$ cat config.mk
export PLATFORM = sky130hd
export DESIGN_NAME = hazard_unit_mc
export DESIGN_NICKNAME = d
export VERILOG_FILES = /design/src/rtl/hazard_unit_mc.sv
export SDC_FILE = /design/constraint.sdc
export NUM_CORES = 1
export LEC_CHECK = 0
export CAP_MARGIN = 10
export CORE_MARGIN = 10
export CORE_UTILIZATION = 31
export DETAILED_ROUTE_END_ITERATION = 10
export PLACE_DENSITY = 0.56
export SLEW_MARGIN = 20
export SYNTH_ARGS = -nofsm -noshare
export SYNTH_HDL_FRONTEND = slang
export SYNTH_SLANG_ARGS = --single-unit
$ cat constraint.sdc
create_clock -name clk -period 4 [get_ports clk]
set_input_delay 0.4 -clock clk [delete_from_list [all_inputs] [get_ports clk]]
set_output_delay 0.4 -clock clk [all_outputs]
set_load 0.02 [all_outputs]
$ cat src/rtl/hazard_unit_mc.sv
// hazard_unit_mc
//   Hazard and forwarding controller for the five-stage pipeline. It handles
//   M/W forwarding into the ALU and into the decode branch comparator,
//   load-use and branch interlocks, a multi-cycle divider stall FSM,
//   exception flush, and a saturating count of cycles with stallF set.
//
// Ports
//   clk, rst_n                  clock (rising edge), synchronous active-low reset
//   rsD, rtD, branchD, jrD      decode sources and branch / jr flags
//   rsE, rtE, writeregE         execute sources and destination
//   regwriteE, memtoregE        execute write enable and load flag
//   divstartE                   execute holds div/mult, held while E is stalled
//   writeregM, regwriteM,
//   memtoregM, exceptM          memory-stage destination, control, exception
//   writeregW, regwriteW        write-back destination and enable
//   forwardaD/bD, forwardaE/bE  operand select: 00 regfile, 01 W, 10 M
//   stallF/D/E                  hold PC, IF/ID and ID/EX
//   flushD/E/M/W                clear the respective pipeline register
//   divbusy                     divider FSM is not IDLE
//   stall_cycles                saturating count of cycles with stallF=1
//
// Divider FSM
//   state | meaning
//   IDLE  | no divide in flight; a divstartE stalls this cycle and launches one
//   BUSY  | divide running; down-counter reaches 0 on the last stall cycle
//   DONE  | result ready, E advances; divstartE ignored so the op is not re-run
module hazard_unit_mc #(
  parameter int AW      = 5,
  parameter int DIV_LAT = 32,
  parameter int CNT_W   = 32
) (
  input  logic             clk,
  input  logic             rst_n,
  input  logic [AW-1:0]    rsD,
  input  logic [AW-1:0]    rtD,
  input  logic             branchD,
  input  logic             jrD,
  input  logic [AW-1:0]    rsE,
  input  logic [AW-1:0]    rtE,
  input  logic [AW-1:0]    writeregE,
  input  logic             regwriteE,
  input  logic             memtoregE,
  input  logic             divstartE,
  input  logic [AW-1:0]    writeregM,
  input  logic             regwriteM,
  input  logic             memtoregM,
  input  logic             exceptM,
  input  logic [AW-1:0]    writeregW,
  input  logic             regwriteW,
  output logic [1:0]       forwardaD,
  output logic [1:0]       forwardbD,
  output logic [1:0]       forwardaE,
  output logic [1:0]       forwardbE,
  output logic             stallF,
  output logic             stallD,
  output logic             stallE,
  output logic             flushD,
  output logic             flushE,
  output logic             flushM,
  output logic             flushW,
  output logic             divbusy,
  output logic [CNT_W-1:0] stall_cycles
);

  localparam int CW = (DIV_LAT > 2) ? $clog2(DIV_LAT) : 1;
  localparam logic [CW-1:0] CNT_LOAD = CW'(DIV_LAT - 2);

  typedef enum logic [1:0] {
    IDLE = 2'd0,
    BUSY = 2'd1,
    DONE = 2'd2
  } div_state_t;

  div_state_t    state, state_nxt;
  logic [CW-1:0] cnt, cnt_nxt;
  logic          divstall;
  logic          lwstall;
  logic          brstall;
  logic          dep_rsE, dep_rtE, dep_rsM, dep_rtM;

  // Register 0 is hardwired, so a zero destination never creates a dependency.
  function automatic logic [1:0] fwd_sel(
    input logic [AW-1:0] src,
    input logic [AW-1:0] wreg_m,
    input logic          wen_m,
    input logic [AW-1:0] wreg_w,
    input logic          wen_w
  );
    logic [1:0] sel;
    sel = 2'b00;
    if (src != '0) begin
      if (wen_m && (src == wreg_m))      sel = 2'b10;
      else if (wen_w && (src == wreg_w)) sel = 2'b01;
    end
    return sel;
  endfunction

  always_comb begin
    forwardaE = fwd_sel(rsE, writeregM, regwriteM, writeregW, regwriteW);
    forwardbE = fwd_sel(rtE, writeregM, regwriteM, writeregW, regwriteW);
    forwardaD = fwd_sel(rsD, writeregM, regwriteM, writeregW, regwriteW);
    forwardbD = fwd_sel(rtD, writeregM, regwriteM, writeregW, regwriteW);
  end

  always_comb begin
    lwstall = memtoregE && (rtE != '0) && ((rtE == rsD) || (rtE == rtD));

    // Branch operands are compared in decode: a result still in E, or a load
    // still in M, is not yet forwardable.
    dep_rsE = regwriteE && (writeregE != '0) && (writeregE == rsD);
    dep_rtE = regwriteE && (writeregE != '0) && (writeregE == rtD);
    dep_rsM = memtoregM && (writeregM != '0) && (writeregM == rsD);
    dep_rtM = memtoregM && (writeregM != '0) && (writeregM == rtD);

    brstall = (branchD && (dep_rsE || dep_rtE || dep_rsM || dep_rtM)) ||
              (jrD && (dep_rsE || dep_rsM));
  end

  always_ff @(posedge clk) begin
    if (!rst_n) begin
      state <= IDLE;
      cnt   <= '0;
    end else begin
      state <= state_nxt;
      cnt   <= cnt_nxt;
    end
  end

  always_comb begin
    state_nxt = state;
    cnt_nxt   = cnt;
    divstall  = 1'b0;
    case (state)
      IDLE: begin
        divstall = divstartE;
        if (divstartE) begin
          state_nxt = BUSY;
          cnt_nxt   = CNT_LOAD;
        end
      end
      BUSY: begin
        divstall = 1'b1;
        if (cnt == '0) state_nxt = DONE;
        else           cnt_nxt   = cnt - CW'(1);
      end
      DONE:    state_nxt = IDLE;
      default: state_nxt = IDLE;
    endcase
    // An exception kills the divide in flight and blocks a new launch.
    if (exceptM) begin
      state_nxt = IDLE;
      cnt_nxt   = '0;
    end
  end

  always_comb begin
    stallF = 1'b0;
    stallD = 1'b0;
    stallE = 1'b0;
    flushD = 1'b0;
    flushE = 1'b0;
    flushM = 1'b0;
    flushW = 1'b0;
    if (exceptM) begin
      flushD = 1'b1;
      flushE = 1'b1;
      flushM = 1'b1;
      flushW = 1'b1;
    end else begin
      stallF = lwstall || brstall || divstall;
      stallD = stallF;
      stallE = divstall;
      // While E is held by the divider the bubble would overwrite the live op.
      flushE = (lwstall || brstall) && !divstall;
    end
  end

  assign divbusy = (state != IDLE);

  always_ff @(posedge clk) begin
    if (!rst_n) begin
      stall_cycles <= '0;
    end else if (stallF && (stall_cycles != {CNT_W{1'b1}})) begin
      stall_cycles <= stall_cycles + CNT_W'(1);
    end
  end

endmodule
==> run metrics <==
Hold Crit Class reg2reg; Startpoint Class input pin; sequential power share 0.417; Critical R2R Capture stall_cycles[2]; register bit total from synthesis 39; Clock power frac 0.350; io pins 94; Core Rows 36; largest net degree at the start of global routing 54; Mapped Nets 443; Internal Pwr Total between 600 and 700 µW; GPL Wtd Cong 0.818; sw frac 0.282; ANT nets after route 0; Post-CTS Setup Bufs 0; die height roughly 120 µm; Avg Cell Area, Syn around 8 µm²; most frequent cells in the layout 93 x clkdlybuf4s50_1, 39 x dfxtp_1, 31 x nand2_1, 31 x xor2_1, 31 x xnor2_1; share of layout cells above drive strength 1 0.0613; Tot GR Track Use 0.126; initial antenna violation count 0; synthesized area between 3000 and 4000 µm²; hpwl dp 7.29 mm; worst-path cell chain clkdlybuf4s50_1 > or4_4 > o21ai_1 > o22ai_1 > o31ai_4 > inv_1 > clkdlybuf4s50_1; gr ovfl total 0; Synthesis Warnings 0; core area around 9900 µm²; r2r worst-path depth 6; Seq/Total Area, Yosys 0.247; Top cell by count, worst path clkdlybuf4s50_1; post-CTS resize count 0; vias in the first global route between 3000 and 4000; Hold-fix buffers, CTS 0; Critical Path RT 3600 ps; clock-pin transition on the worst setup and hold timing paths 80 ps; max cap viols 0; setup violators final 0; critical path depth in cells 7; Residual DRC 0; Critical R2R Launch stall_cycles[5]; Leak roughly 1.3 nW; Setup crit end kind output pin; R2R setup slack about 1100 ps; final hold viol count 0; # diodes 0; vias between 3000 and 4000; pwr dens ~230 nW/µm²; Netlist cell types roughly 50; Routed wire per std cell between 15 and 20 µm; Initial Util 0.321; final setup TNS 0 ps; DR vias/cell a little over 5; status completed; Slowest cell on crit path or4_4; Layout Cells excl Fill 590; worst-skew pair later-pin latency around 300 ps; fin crit share 0.788; Nets roughly 510; width of the die between 100 and 150 µm; Area Growth Syn to Fin 31.9%; achievable frequency 317 MHz; EDFF count, synth 0; RSZ-0062 raised after global routing no; critical path class in2out; CP peak stage delay just under 600 ps; Clock Path Buffers 2; Post-synth top flop dfxtp_1; CTS Buf Count 5; H-tree depth 2; CTS root buf clkbuf_8; Detailed Route WL slightly above 9 mm; FFs w/ async S/R, synth 0; Net Sw Power 268 µW; Worst setup startpoint rtE[1]; DR pass1 iterations 4; initial drt markers ~210; minimum clock period 3150 ps; Worst-Margin Slew around 800 ps; Comb pwr share 0.233; Crit Path Max Fanout 5; Final Skew between 9 and 10 ps; Die Area roughly 15000 µm²; Bufs and invs on worst path 3; global-route wire length before repair 15.4 mm; commonest non-fill, non-tap cell in the layout clkdlybuf4s50_1; Clock Sink Count 39; Placed Cells around 580; IO buf count 93; Setup crit end stallD; Cells after Synth roughly 400; Rel. slew slack 0.477; CTS tree yes; Top delay family on crit path buffers and inverters; CP Data Arrival Time between 2000 and 3000 ps; Worst VDD drop 0.000128 V; max-slew violations 0
## layer usage
| layer | GRT usage | part of all wire | vias up |
|---|---|---|---|
| li1 | - | - | 1537 |
| met1 | 0.150 | 0.43 | 1426 |
| met2 | 0.212 | 0.48 | 69 |
| met3 | 0.0382 | 0.068 | 8 |
| met4 | 0.0385 | 0.015 | 0 |
| met5 | 0 | 0 | - |
## worst min path at each step
stage	from	endpoint	slack, ps	depth (start not counted)
floorplan	state[0]	cnt[1]	460	1
global placement	stall_cycles[9]	stall_cycles[9]	470	2
detailed placement	stall_cycles[9]	stall_cycles[9]	480	2
CTS	stall_cycles[9]	stall_cycles[9]	490	2
global route	stall_cycles[22]	stall_cycles[22]	520	2
finish	stall_cycles[9]	stall_cycles[9]	480	2
## cells by family after synthesis
family,Yosys count,share of synthesized area
buffers and inverters,49,0.0806
AND/OR/NAND/NOR,168,0.323
multiplexers,11,0.0348
AO/OA/AOI/OAI,62,0.131
adder cells (fa/ha/maj),3,0.0119
XOR/XNOR,62,0.172
flip-flops,39,0.247
## power by group through the flow
stage / logic (mW) / clock network [mW] / registers (mW)
finish: 0.222 / 0.333 / 0.397
global placement: 0.220 / 0 / 0.407
CTS: 0.225 / 0.345 / 0.398
floorplan: 0.142 / 0 / 0.407
global route: 0.246 / 0.361 / 0.398
detailed placement: 0.224 / 0 / 0.407
## sequential cells by signal, indices dropped and copies added (netlist names)
register,cells
cnt,5
stall_cycles,32
state,2
## worst register-to-register path, cell delays in order, from the launching register on
cell,delay [ps]
dfxtp_1,610
nand3_2,360
nor4_4,500
nor2b_2,630
buf_4,400
nor3b_1,120
mux2i_1,140
## cell type report
type / instances / area (µm²)
Tap cell: 133 / 166
Multi-Input combinational cell: 306 / 2130
Fill cell: 1002 / 5690
Timing Repair Buffer: 96 / 953
Inverter: 8 / 30.0
Sequential cell: 39 / 781
Clock inverter: 3 / 43.8
Clock buffer: 5 / 68.8
## per-stage QoR
stage | area (µm²) | total power [mW] | utilization | hold slack [ps] | setup WS, ps
after floorplan | 3170 | 0.550 | - | 461 | 1460
after global placement | 4060 | 0.626 | 0.412 | 471 | 817
after detailed placement | 4060 | 0.630 | 0.412 | 476 | 800
after CTS | 4180 | 0.967 | 0.423 | 488 | 802
after global routing | 4180 | 1.00 | 0.423 | 519 | 750
final | 4180 | 0.953 | 0.423 | 483 | 850
## Yosys cell counts, drive strengths merged, types with 12 or more instances
master	number	area, µm²
dfxtp	39	781
clkbuf	21	78.8
nor2	22	82.6
nand2	31	116
nor4	12	134
nand3	16	85.1
or4	14	109
xor2	31	272
nand4	16	115
nand2b	19	119
a21oi	20	100
xnor2	31	272
buf	19	138
o21ai	15	75.1
Note: power is estimated with default switching activity, not from simulation.
